[src/rtl/spec_sched_pkg.sv]
// Shared definitions for the spectrogram ping-pong bank scheduler.
// Holds the frame/data width defaults, the bank address width derivation,
// the reader state encoding and the bank encoding constants.
package spec_sched_pkg;

   localparam int unsigned FRAME_LEN_DEF = 1024;
   localparam int unsigned DATA_W_DEF    = 16;

   // Address width for a bank of frame_len words; never narrower than one bit.
   function automatic int unsigned addr_w_of(input int unsigned frame_len);
      return (frame_len > 1) ? $clog2(frame_len) : 1;
   endfunction

   localparam int unsigned ADDR_W_DEF = addr_w_of(FRAME_LEN_DEF);

   typedef enum logic {
      R_IDLE = 1'b0,
      R_BUSY = 1'b1
   } rd_state_e;

   localparam logic BANK_A = 1'b0;
   localparam logic BANK_B = 1'b1;

endpackage

[src/rtl/spec_bank_scheduler_result_majority3.sv]
// result_majority3: 3-deep history of classifier decisions and their majority.
// Ports:
//   clk_25   - system clock
//   RST_N    - asynchronous active-low reset, history clears to 000
//   shift_en - shift bit_in into the history this cycle
//   bit_in   - newest decision
//   stable   - majority of the three most recent decisions
module result_majority3
   import spec_sched_pkg::*;
(
   input  logic clk_25,
   input  logic RST_N,
   input  logic shift_en,
   input  logic bit_in,
   output logic stable
);

   logic [2:0] hist_q, hist_d;

   always_comb begin
      hist_d = hist_q;
      if (shift_en) begin
         hist_d = {hist_q[1:0], bit_in};
      end
   end

   always_ff @(posedge clk_25 or negedge RST_N) begin
      if (!RST_N) begin
         hist_q <= 3'b000;
      end else begin
         hist_q <= hist_d;
      end
   end

   assign stable = (hist_q[0] & hist_q[1]) | (hist_q[0] & hist_q[2]) | (hist_q[1] & hist_q[2]);

endmodule

[src/rtl/spec_bank_scheduler.sv]
// spec_bank_scheduler: ping-pong bank scheduler between the log10 spectrogram
// producer and the classifier. Words are written into bank wb while the
// classifier reads bank rb; a pass starts on the oldest complete frame and a
// bank is only released for writing once its pass reports net_done.
// Ports:
//   clk_25, RST_N         - clock, asynchronous active-low reset
//   in_valid/in_data      - producer word; in_ready accepts it
//   wr_en/wr_bank/
//   wr_addr/wr_data       - registered write port to the external bank RAMs
//   frame_start/frame_bank- start pulse and bank the classifier reads
//   net_done/net_result   - classifier completion and decision
//   result_valid/
//   result_out            - latched decision and its one-cycle strobe
//   result_stable         - majority of the last three decisions
//   stall_cnt             - saturating count of back-pressured cycles
module spec_bank_scheduler
   import spec_sched_pkg::*;
#(
   parameter int unsigned FRAME_LEN = FRAME_LEN_DEF,
   parameter int unsigned DATA_W    = DATA_W_DEF,
   parameter int unsigned ADDR_W    = addr_w_of(FRAME_LEN)
) (
   input  logic              clk_25,
   input  logic              RST_N,
   input  logic              in_valid,
   input  logic [DATA_W-1:0] in_data,
   output logic              in_ready,
   output logic              wr_en,
   output logic              wr_bank,
   output logic [ADDR_W-1:0] wr_addr,
   output logic [DATA_W-1:0] wr_data,
   output logic              frame_start,
   output logic              frame_bank,
   input  logic              net_done,
   input  logic              net_result,
   output logic              result_valid,
   output logic              result_out,
   output logic              result_stable,
   output logic [15:0]       stall_cnt
);

   logic [1:0]        full_q, full_d;
   logic              wb_q, wb_d;
   logic              rb_q, rb_d;
   logic [ADDR_W-1:0] wa_q, wa_d;
   rd_state_e         rstate_q, rstate_d;
   // Registered so it reads 0 while RST_N is low.
   logic              in_ready_q, in_ready_d;
   logic              wr_en_q, wr_en_d;
   logic              wr_bank_q, wr_bank_d;
   logic [ADDR_W-1:0] wr_addr_q, wr_addr_d;
   logic [DATA_W-1:0] wr_data_q, wr_data_d;
   logic              frame_start_q, frame_start_d;
   logic              frame_bank_q, frame_bank_d;
   logic              result_valid_q, result_valid_d;
   logic              result_out_q, result_out_d;
   logic [15:0]       stall_cnt_q, stall_cnt_d;
   logic              accept, last_word, done_acc;

   always_comb begin
      full_d         = full_q;
      wb_d           = wb_q;
      rb_d           = rb_q;
      wa_d           = wa_q;
      rstate_d       = rstate_q;
      wr_en_d        = 1'b0;
      wr_bank_d      = wr_bank_q;
      wr_addr_d      = wr_addr_q;
      wr_data_d      = wr_data_q;
      frame_start_d  = 1'b0;
      frame_bank_d   = frame_bank_q;
      result_valid_d = 1'b0;
      result_out_d   = result_out_q;
      stall_cnt_d    = stall_cnt_q;
      done_acc       = 1'b0;

      accept    = in_valid & in_ready_q;
      last_word = (wa_q == ADDR_W'(FRAME_LEN - 1));

      // Writer side.
      if (accept) begin
         wr_en_d   = 1'b1;
         wr_bank_d = wb_q;
         wr_addr_d = wa_q;
         wr_data_d = in_data;
         if (last_word) begin
            full_d[wb_q] = 1'b1;
            wb_d         = (wb_q == BANK_A) ? BANK_B : BANK_A;
            wa_d         = '0;
         end else begin
            wa_d = wa_q + 1'b1;
         end
      end

      // Reader side. The writer can never be completing bank rb while it is
      // full, so clearing full[rb] here never collides with the set above.
      case (rstate_q)
         R_IDLE: begin
            if (full_q[rb_q]) begin
               frame_start_d = 1'b1;
               frame_bank_d  = rb_q;
               rstate_d      = R_BUSY;
            end
         end
         R_BUSY: begin
            if (net_done) begin
               done_acc       = 1'b1;
               full_d[rb_q]   = 1'b0;
               rb_d           = (rb_q == BANK_A) ? BANK_B : BANK_A;
               result_out_d   = net_result;
               result_valid_d = 1'b1;
               rstate_d       = R_IDLE;
            end
         end
         default: rstate_d = R_IDLE;
      endcase

      if (in_valid && !in_ready_q && (stall_cnt_q != 16'hFFFF)) begin
         stall_cnt_d = stall_cnt_q + 16'd1;
      end

      in_ready_d = ~full_d[wb_d];
   end

   always_ff @(posedge clk_25 or negedge RST_N) begin
      if (!RST_N) begin
         full_q         <= 2'b00;
         wb_q           <= BANK_A;
         rb_q           <= BANK_A;
         wa_q           <= '0;
         rstate_q       <= R_IDLE;
         in_ready_q     <= 1'b0;
         wr_en_q        <= 1'b0;
         wr_bank_q      <= BANK_A;
         wr_addr_q      <= '0;
         wr_data_q      <= '0;
         frame_start_q  <= 1'b0;
         frame_bank_q   <= BANK_A;
         result_valid_q <= 1'b0;
         result_out_q   <= 1'b0;
         stall_cnt_q    <= 16'd0;
      end else begin
         full_q         <= full_d;
         wb_q           <= wb_d;
         rb_q           <= rb_d;
         wa_q           <= wa_d;
         rstate_q       <= rstate_d;
         in_ready_q     <= in_ready_d;
         wr_en_q        <= wr_en_d;
         wr_bank_q      <= wr_bank_d;
         wr_addr_q      <= wr_addr_d;
         wr_data_q      <= wr_data_d;
         frame_start_q  <= frame_start_d;
         frame_bank_q   <= frame_bank_d;
         result_valid_q <= result_valid_d;
         result_out_q   <= result_out_d;
         stall_cnt_q    <= stall_cnt_d;
      end
   end

   result_majority3 u_majority (
      .clk_25   (clk_25),
      .RST_N    (RST_N),
      .shift_en (done_acc),
      .bit_in   (net_result),
      .stable   (result_stable)
   );

   assign in_ready     = in_ready_q;
   assign wr_en        = wr_en_q;
   assign wr_bank      = wr_bank_q;
   assign wr_addr      = wr_addr_q;
   assign wr_data      = wr_data_q;
   assign frame_start  = frame_start_q;
   assign frame_bank   = frame_bank_q;
   assign result_valid = result_valid_q;
   assign result_out   = result_out_q;
   assign stall_cnt    = stall_cnt_q;

endmodule

[config.mk]
export PLATFORM = sky130hd
export DESIGN_NAME = spec_bank_scheduler
export DESIGN_NICKNAME = d
export VERILOG_FILES = /design/src/rtl/spec_sched_pkg.sv /design/src/rtl/spec_bank_scheduler_result_majority3.sv /design/src/rtl/spec_bank_scheduler.sv
export SDC_FILE = /design/constraint.sdc
export NUM_CORES = 1
export LEC_CHECK = 0
export CORE_MARGIN = 4
export CORE_UTILIZATION = 51
export CTS_CLUSTER_SIZE = 40
export DETAILED_ROUTE_END_ITERATION = 10
export GPL_ROUTABILITY_DRIVEN = 1
export MAX_ROUTING_LAYER = met4
export PLACE_DENSITY = 0.93
export REMOVE_ABC_BUFFERS = 1
export SLEW_MARGIN = 20
export SYNTH_ARGS = -nofsm -noshare
export SYNTH_HDL_FRONTEND = slang
export SYNTH_HIERARCHICAL = 1
export SYNTH_SLANG_ARGS = --single-unit
export TNS_END_PERCENT = 100
[constraint.sdc]
create_clock -name clk_25 -period 4.9 [get_ports clk_25]
set_clock_uncertainty 0.1 [all_clocks]
set_input_delay 0.49 -clock clk_25 [delete_from_list [all_inputs] [get_ports clk_25]]
set_output_delay 0.49 -clock clk_25 [all_outputs]
set_load 0.02 [all_outputs]
==> results of run 1 <==
-- report_power, final --
part           internal (mW)  switching, mW  total [mW]  leakage [nW]
Clock                  0.249          0.187       0.436        0.0947
Combinational          0.153          0.131       0.284         0.711
Sequential             0.629         0.0634       0.692         0.861
Total                   1.03          0.381        1.41          1.67
-- through the flow --
| stage | cells | hold slack (ns) | power, mW | utilization [%] |
|---|---|---|---|---|
| 2_1_floorplan | 219 | 0.0944 | 0.841 | - |
| 3_5_place_dp | 361 | 0.362 | 0.989 | 68.8 |
| 6_report | 377 | 0.239 | 1.41 | 72.4 |
| 5_1_grt | 377 | 0.315 | 1.48 | 72.4 |
| 4_1_cts | 377 | 0.265 | 1.43 | 72.4 |
| 3_3_place_gp | 361 | 0.348 | 0.975 | 68.8 |
-- metal layers --
layer | vias to the layer above | routed length, µm | share of wire [%]
met5 | - | 0 | 0
met3 | 14 | 424 | 7.8
met2 | 80 | 2660 | 49
met1 | 981 | 2250 | 41
met4 | 0 | 127 | 2.3
li1 | 939 | - | -
-- cells in the mapped netlist, types with 2 or more instances --
master / instances
o21a_1: 2
a21o_1: 2
a21oi_1: 7
mux2_2: 31
inv_1: 5
nor2b_1: 3
and4_1: 2
nand3_1: 9
nand2_1: 24
mux2_4: 2
o21ai_0: 5
xor2_1: 5
xnor2_1: 10
nand4_1: 7
nor2_1: 12
nor3_1: 6
ha_1: 2
and2_1: 2
buf_2: 2
dfrtp_1: 67
-- layout make-up --
| type | instances | share of cell area (%) |
|---|---|---|
| sequential | 67 | 44.2 |
| clock buffer | 14 | 4.03 |
| clock inverter | 2 | 0.924 |
| timing repair buffer | 72 | 18.7 |
| multi-input combinational | 147 | 29.3 |
| inverter | 5 | 0.495 |
| tap | 70 | 2.31 |
-- registers in the layout, summed over array words and instances (netlist names), 2 cells and up --
name / cells
full_q: 2
stall_cnt: 16
u_majority/hist_q: 3
wa_q: 10
wr_addr: 10
wr_data: 16
-- worst paths after layout --
| path | cells past startpoint | endpoint | slack [ns] | from |
|---|---|---|---|---|
| worst max-delay path | 2 | result_stable | 2.74 | u_majority/hist_q[1] |
| worst min-delay path | 2 | wr_data[15] | 0.24 | RST_N |
| worst max register to register | 6 | in_ready | 2.98 | wa_q[0] |
| worst min register to register | 1 | frame_start | 0.38 | rstate_q |
| max in group asynchronous | 2 | frame_start | 3.94 | RST_N |
| min in group clk_25 | 1 | frame_start | 0.38 | rstate_q |
-- kinds of logic (layout without fill, tap and decap cells) --
group                    Yosys count  count (layout)
flip-flops                        67              67
multiplexers                      34              34
AND/OR/NAND/NOR                   75              75
XOR/XNOR                          16              16
adder cells (fa/ha/maj)            3               3
AO/OA/AOI/OAI                     19              19
buffers and inverters              9              93
-- worst max-delay path: cells and delay by family (launching register included) --
| family | cells | cell delay, ns |
|---|---|---|
| buffers and inverters | 1 | 0.53 |
| adders and majority gates | 1 | 0.30 |
| DFF | 1 | 0.40 |
==> flow_summary.ini, run 1 <==
[status]
outcome = finished, final reports clean

[clock_tree]
cts_tree = done
clk_path_buf_depth = 2
h-tree-depth = 3
clkTransAtPathRegs_ns = 0.07
cts_hold_buffers = 0
cts_buffers = 9
post_cts_resized = 0
cts_root_buffer = clkbuf_8
postCtsSetupBuffers = 0
clk-insertion-delay-late_ns = 0.33
cts.sinks = 67

[synthesis]
synth-simple-area-share_pct = 14.6
syn_avg_cell_area_um2 = 12.7
synth.top_cell.area_share_pct = 59.4
ys_ff_latch = 67
synth-xor-area-share_pct = 5.63
synthFlopType = dfrtp_1
synth.largest_area_cell = dfrtp_1
ys_seq_area_share_pct = 59.4
synth_mux_area_share_pct = 13.8
ys_types = 38
syn_inst = 223
synth_edf_count = 0
synthArstFlopShare_pct = 100
synth_top_family_by_area = simple AND/OR/NAND/NOR gates
yosys_warnings = 6
netlist_area_um2 = 2820
yosys.area_share.adder_pct = 1.29
synthTopCellsByArea = dfrtp_1, mux2_2, nand2_1
synth_compound_area_share_pct = 3.99

[finish]
antenna_cells = 0
design_area_um2 = 3790
final_nets = 325
area_delta_synth_final_pct = 34.3
drive_above_1_share_pct = 18.6
multi_input_area_um2 = 1110
final_common_cell = clkdlybuf4s50_1
fillCellCount = 371
register_area_um2 = 1680
final_cell_mix = clkdlybuf4s50_1, dfrtp_1, mux2_2

[routing]
drc = 0
vias = 2014
dr.pass1.iters = 4
ant_nets = 0
totalWireLength_mm = 5.46
drt_iter0_drc = 81
wl_per_cell_um = 14.5
via_per_inst = 5.34

[sta]
grt_setup_unrepaired = false
final_max_slew_viol_count = 0
hold_viol = 0
fin_crit_ns = 2.16
finalSetupViolCount = 0
fin_setup_tns_ns = 0
slew_headroom_pct = 46.5
fin_crit_sh_pct = 44.0
worst_slew_pin_slew_ns = 0.802
setup_ws_ns = 2.74
fmaxAchievable_mhz = 464

[power]
peakVddDrop_v = 0.000232
power_per_cell_area_nw_per_um2 = 373
p_leak_nw = 1.67

[setup_path]
crit_path_start_kind = flop
critPathKind = flop to output pin
cp-end-kind = output pin
cp_max_fo = 3
cp_slowest_stage_delay_ns = 0.53
required_ns = 4.31
cp_slowest_cell = clkdlybuf4s50_1
critPathArrivalTime_ns = 1.57
crit_chain = maj3_2 -> clkdlybuf4s50_1

[placed_design]
io_buffer_count = 70
dpl_worst_slack_ns = 2.50
hpwl_mm = 3.87
place_congestion = 0.821
placed_cell_area_um2 = 3600

[global_route]
grtUsageMet1_pct = 20.5
use_met3_pct = 4.66
grt_pass1_vias = 2006
grt_pass1_wl_mm = 8.93
grt_max_degree = 68
grt.busiest_layer = met2
grtUsageTotal_pct = 17.9
grt-ovfl-total = 0
antenna_found_initial = 0
use_met2_pct = 28.1

[worst_hold_path]
min_path_type = input port to async pin

[flow_run]
maxCapViolations = 0

[floorplanning]
die_y_um = 82.4
die_w_um = 82.4
core_area_um2 = 5240
dieArea_um2 = 6790
rows = 26
io_pins = 71
start_util_pct = 53.9
Note: power is estimated with default switching activity, not from simulation.
==> run 2: changes to the inputs <==
CORE_UTILIZATION = 44   (was 51)
PLACE_DENSITY = 0.86   (was 0.93)
clock period = 1.8 ns   (was 4.9 ns; I/O delays follow)
==> run 2 against run 1 <==
Routed wire length up 8.8%. Core utilization down 6.2 points. Via count grew 0.65%. Flip-flop and latch count did not move.
==> flow_summary.ini, run 2 (same netlist as run 1, synthesis figures left out) <==
[global_route]
antenna_found_initial = 0
grt-ovfl-total = 0
grt.busiest_layer = met2
grt_pass1_wl_mm = 9.74
grtUsageTotal_pct = 16.8
grt_max_degree = 41
use_met2_pct = 27.1
grtUsageMet1_pct = 20.1
grt_pass1_vias = 2129
use_met3_pct = 3.39

[setup_path]
crit_path_start_kind = flop
regToRegSetupSlack_ns = 0.06
critPathArrivalTime_ns = 1.50
crit_chain = buf_4 -> clkdlybuf4s50_1
critPathKind = flop to output pin
cp_num_cells = 2
worst_setup_path_startpoint = stall_cnt[0]
required_ns = 1.52
crit_buf_inv = 2
cp_max_fo = 4
crit-reg2reg-launch = stall_cnt[0]
cp_slowest_cell = clkdlybuf4s50_1
r2r_cells = 5
r2r-end = stall_cnt[1]
critPathTopFamily = buffers and inverters
cp_slowest_stage_delay_ns = 0.61
cp-end-kind = output pin

[sta]
final_max_slew_viol_count = 0
setup_ws_ns = 0.0155
worst_slew_pin_slew_ns = 0.295
fin_setup_tns_ns = 0
whs_ns = 0.167
slew_headroom_pct = 80.2
hold_viol = 0
fmaxAchievable_mhz = 560
fin_crit_sh_pct = 99.1
fin_crit_ns = 1.78
finalSetupViolCount = 0
grt_setup_unrepaired = true

[finish]
drive_above_1_share_pct = 24.1
antenna_cells = 0
final_nets = 341
multi_input_area_um2 = 1120
register_area_um2 = 1680
fillCellCount = 464
layout.cells.non_filler = 398
final_cell_mix = clkdlybuf4s50_1, dfrtp_1, mux2_2
post-route-util_pct = 66.2
area_delta_synth_final_pct = 42.1
final_common_cell = clkdlybuf4s50_1

[routing]
vias = 2027
via_per_inst = 5.09
totalWireLength_mm = 5.94
wl_per_cell_um = 14.9
drt_iter0_drc = 93
dr.pass1.iters = 4
drc = 0
ant_nets = 0

[floorplanning]
dieArea_um2 = 7760
die_w_um = 88.1
core_area_um2 = 6060
start_util_pct = 46.6
io_pins = 71
die_y_um = 88.1
rows = 28

[clock_tree]
h-tree-depth = 3
cts_root_buffer = clkbuf_8
clk-insertion-delay-late_ns = 0.34
cts_buffers = 9
clkTransAtPathRegs_ns = 0.07
cts.sinks = 67
cts_tree = done
clk_path_buf_depth = 2

[power]
power_per_cell_area_nw_per_um2 = 1040
peakVddDrop_v = 0.000622
p_leak_nw = 1.78

[flow_run]
maxCapViolations = 0

[status]
outcome = finished, final reports clean

[worst_hold_path]
min_path_type = input port to async pin

[placed_design]
dpl_worst_slack_ns = -0.0917
hpwl_mm = 4.20
place_congestion = 0.853
io_buffer_count = 70
dp.cells = 380
==> run 2: cell types whose count changed in the layout (fill, tap and decap cells not counted), moves of 2 or more <==
cell / before / now
buf_12: 0 / 2
clkbuf_1: 4 / 0
buf_4: 2 / 15
bufinv_16: 1 / 3
==> run 2: how the worst max path moves through the flow <==
stage                         to  slack [ns]
global route        stall_cnt[0]       -0.03
finish              stall_cnt[0]        0.02
CTS                 stall_cnt[1]        0.03
global placement        in_ready       -0.06
floorplan                wa_q[7]       -0.25
detailed placement      in_ready       -0.09
==> run 2: area by class of cell <==
type	count	share of cell area (%)
inverter	5	0.468
clock buffer	9	3.09
timing repair buffer	88	21.4
sequential	67	41.8
tap	75	2.34
multi-input combinational	147	28.0
clock inverter	7	2.90
==> run 2: routing by layer <==
| layer | share of wire (%) | vias up | routed length [µm] |
|---|---|---|---|
| li1 | - | 970 | - |
| met2 | 50 | 52 | 2960 |
| met1 | 44 | 995 | 2590 |
| met4 | 1.5 | 0 | 89 |
| met3 | 5.0 | 10 | 296 |
| met5 | 0 | - | 0 |
==> run 2: metrics by stage <==
step	total power [mW]	instance area (µm²)
2_1_floorplan	2.29	2810
3_3_place_gp	2.70	3740
3_5_place_dp	2.73	3740
4_1_cts	4.23	3990
5_1_grt	4.38	4010
6_report	4.19	4010
==> run 2: power by group <==
group	switching, mW	internal [mW]	total [mW]
Clock	0.586	0.917	1.50
Combinational	0.376	0.436	0.812
Sequential	0.162	1.71	1.87
==> run 2: timing repair <==
item | CTS | global route
resized for setup | 1 | 3
pin swaps | 0 | 0
setup endpoints to repair | 1 | 3
hold buffers | 1 | 0
endpoints found under the hold margin | 67 | 0
buffers inserted | 0 | 1
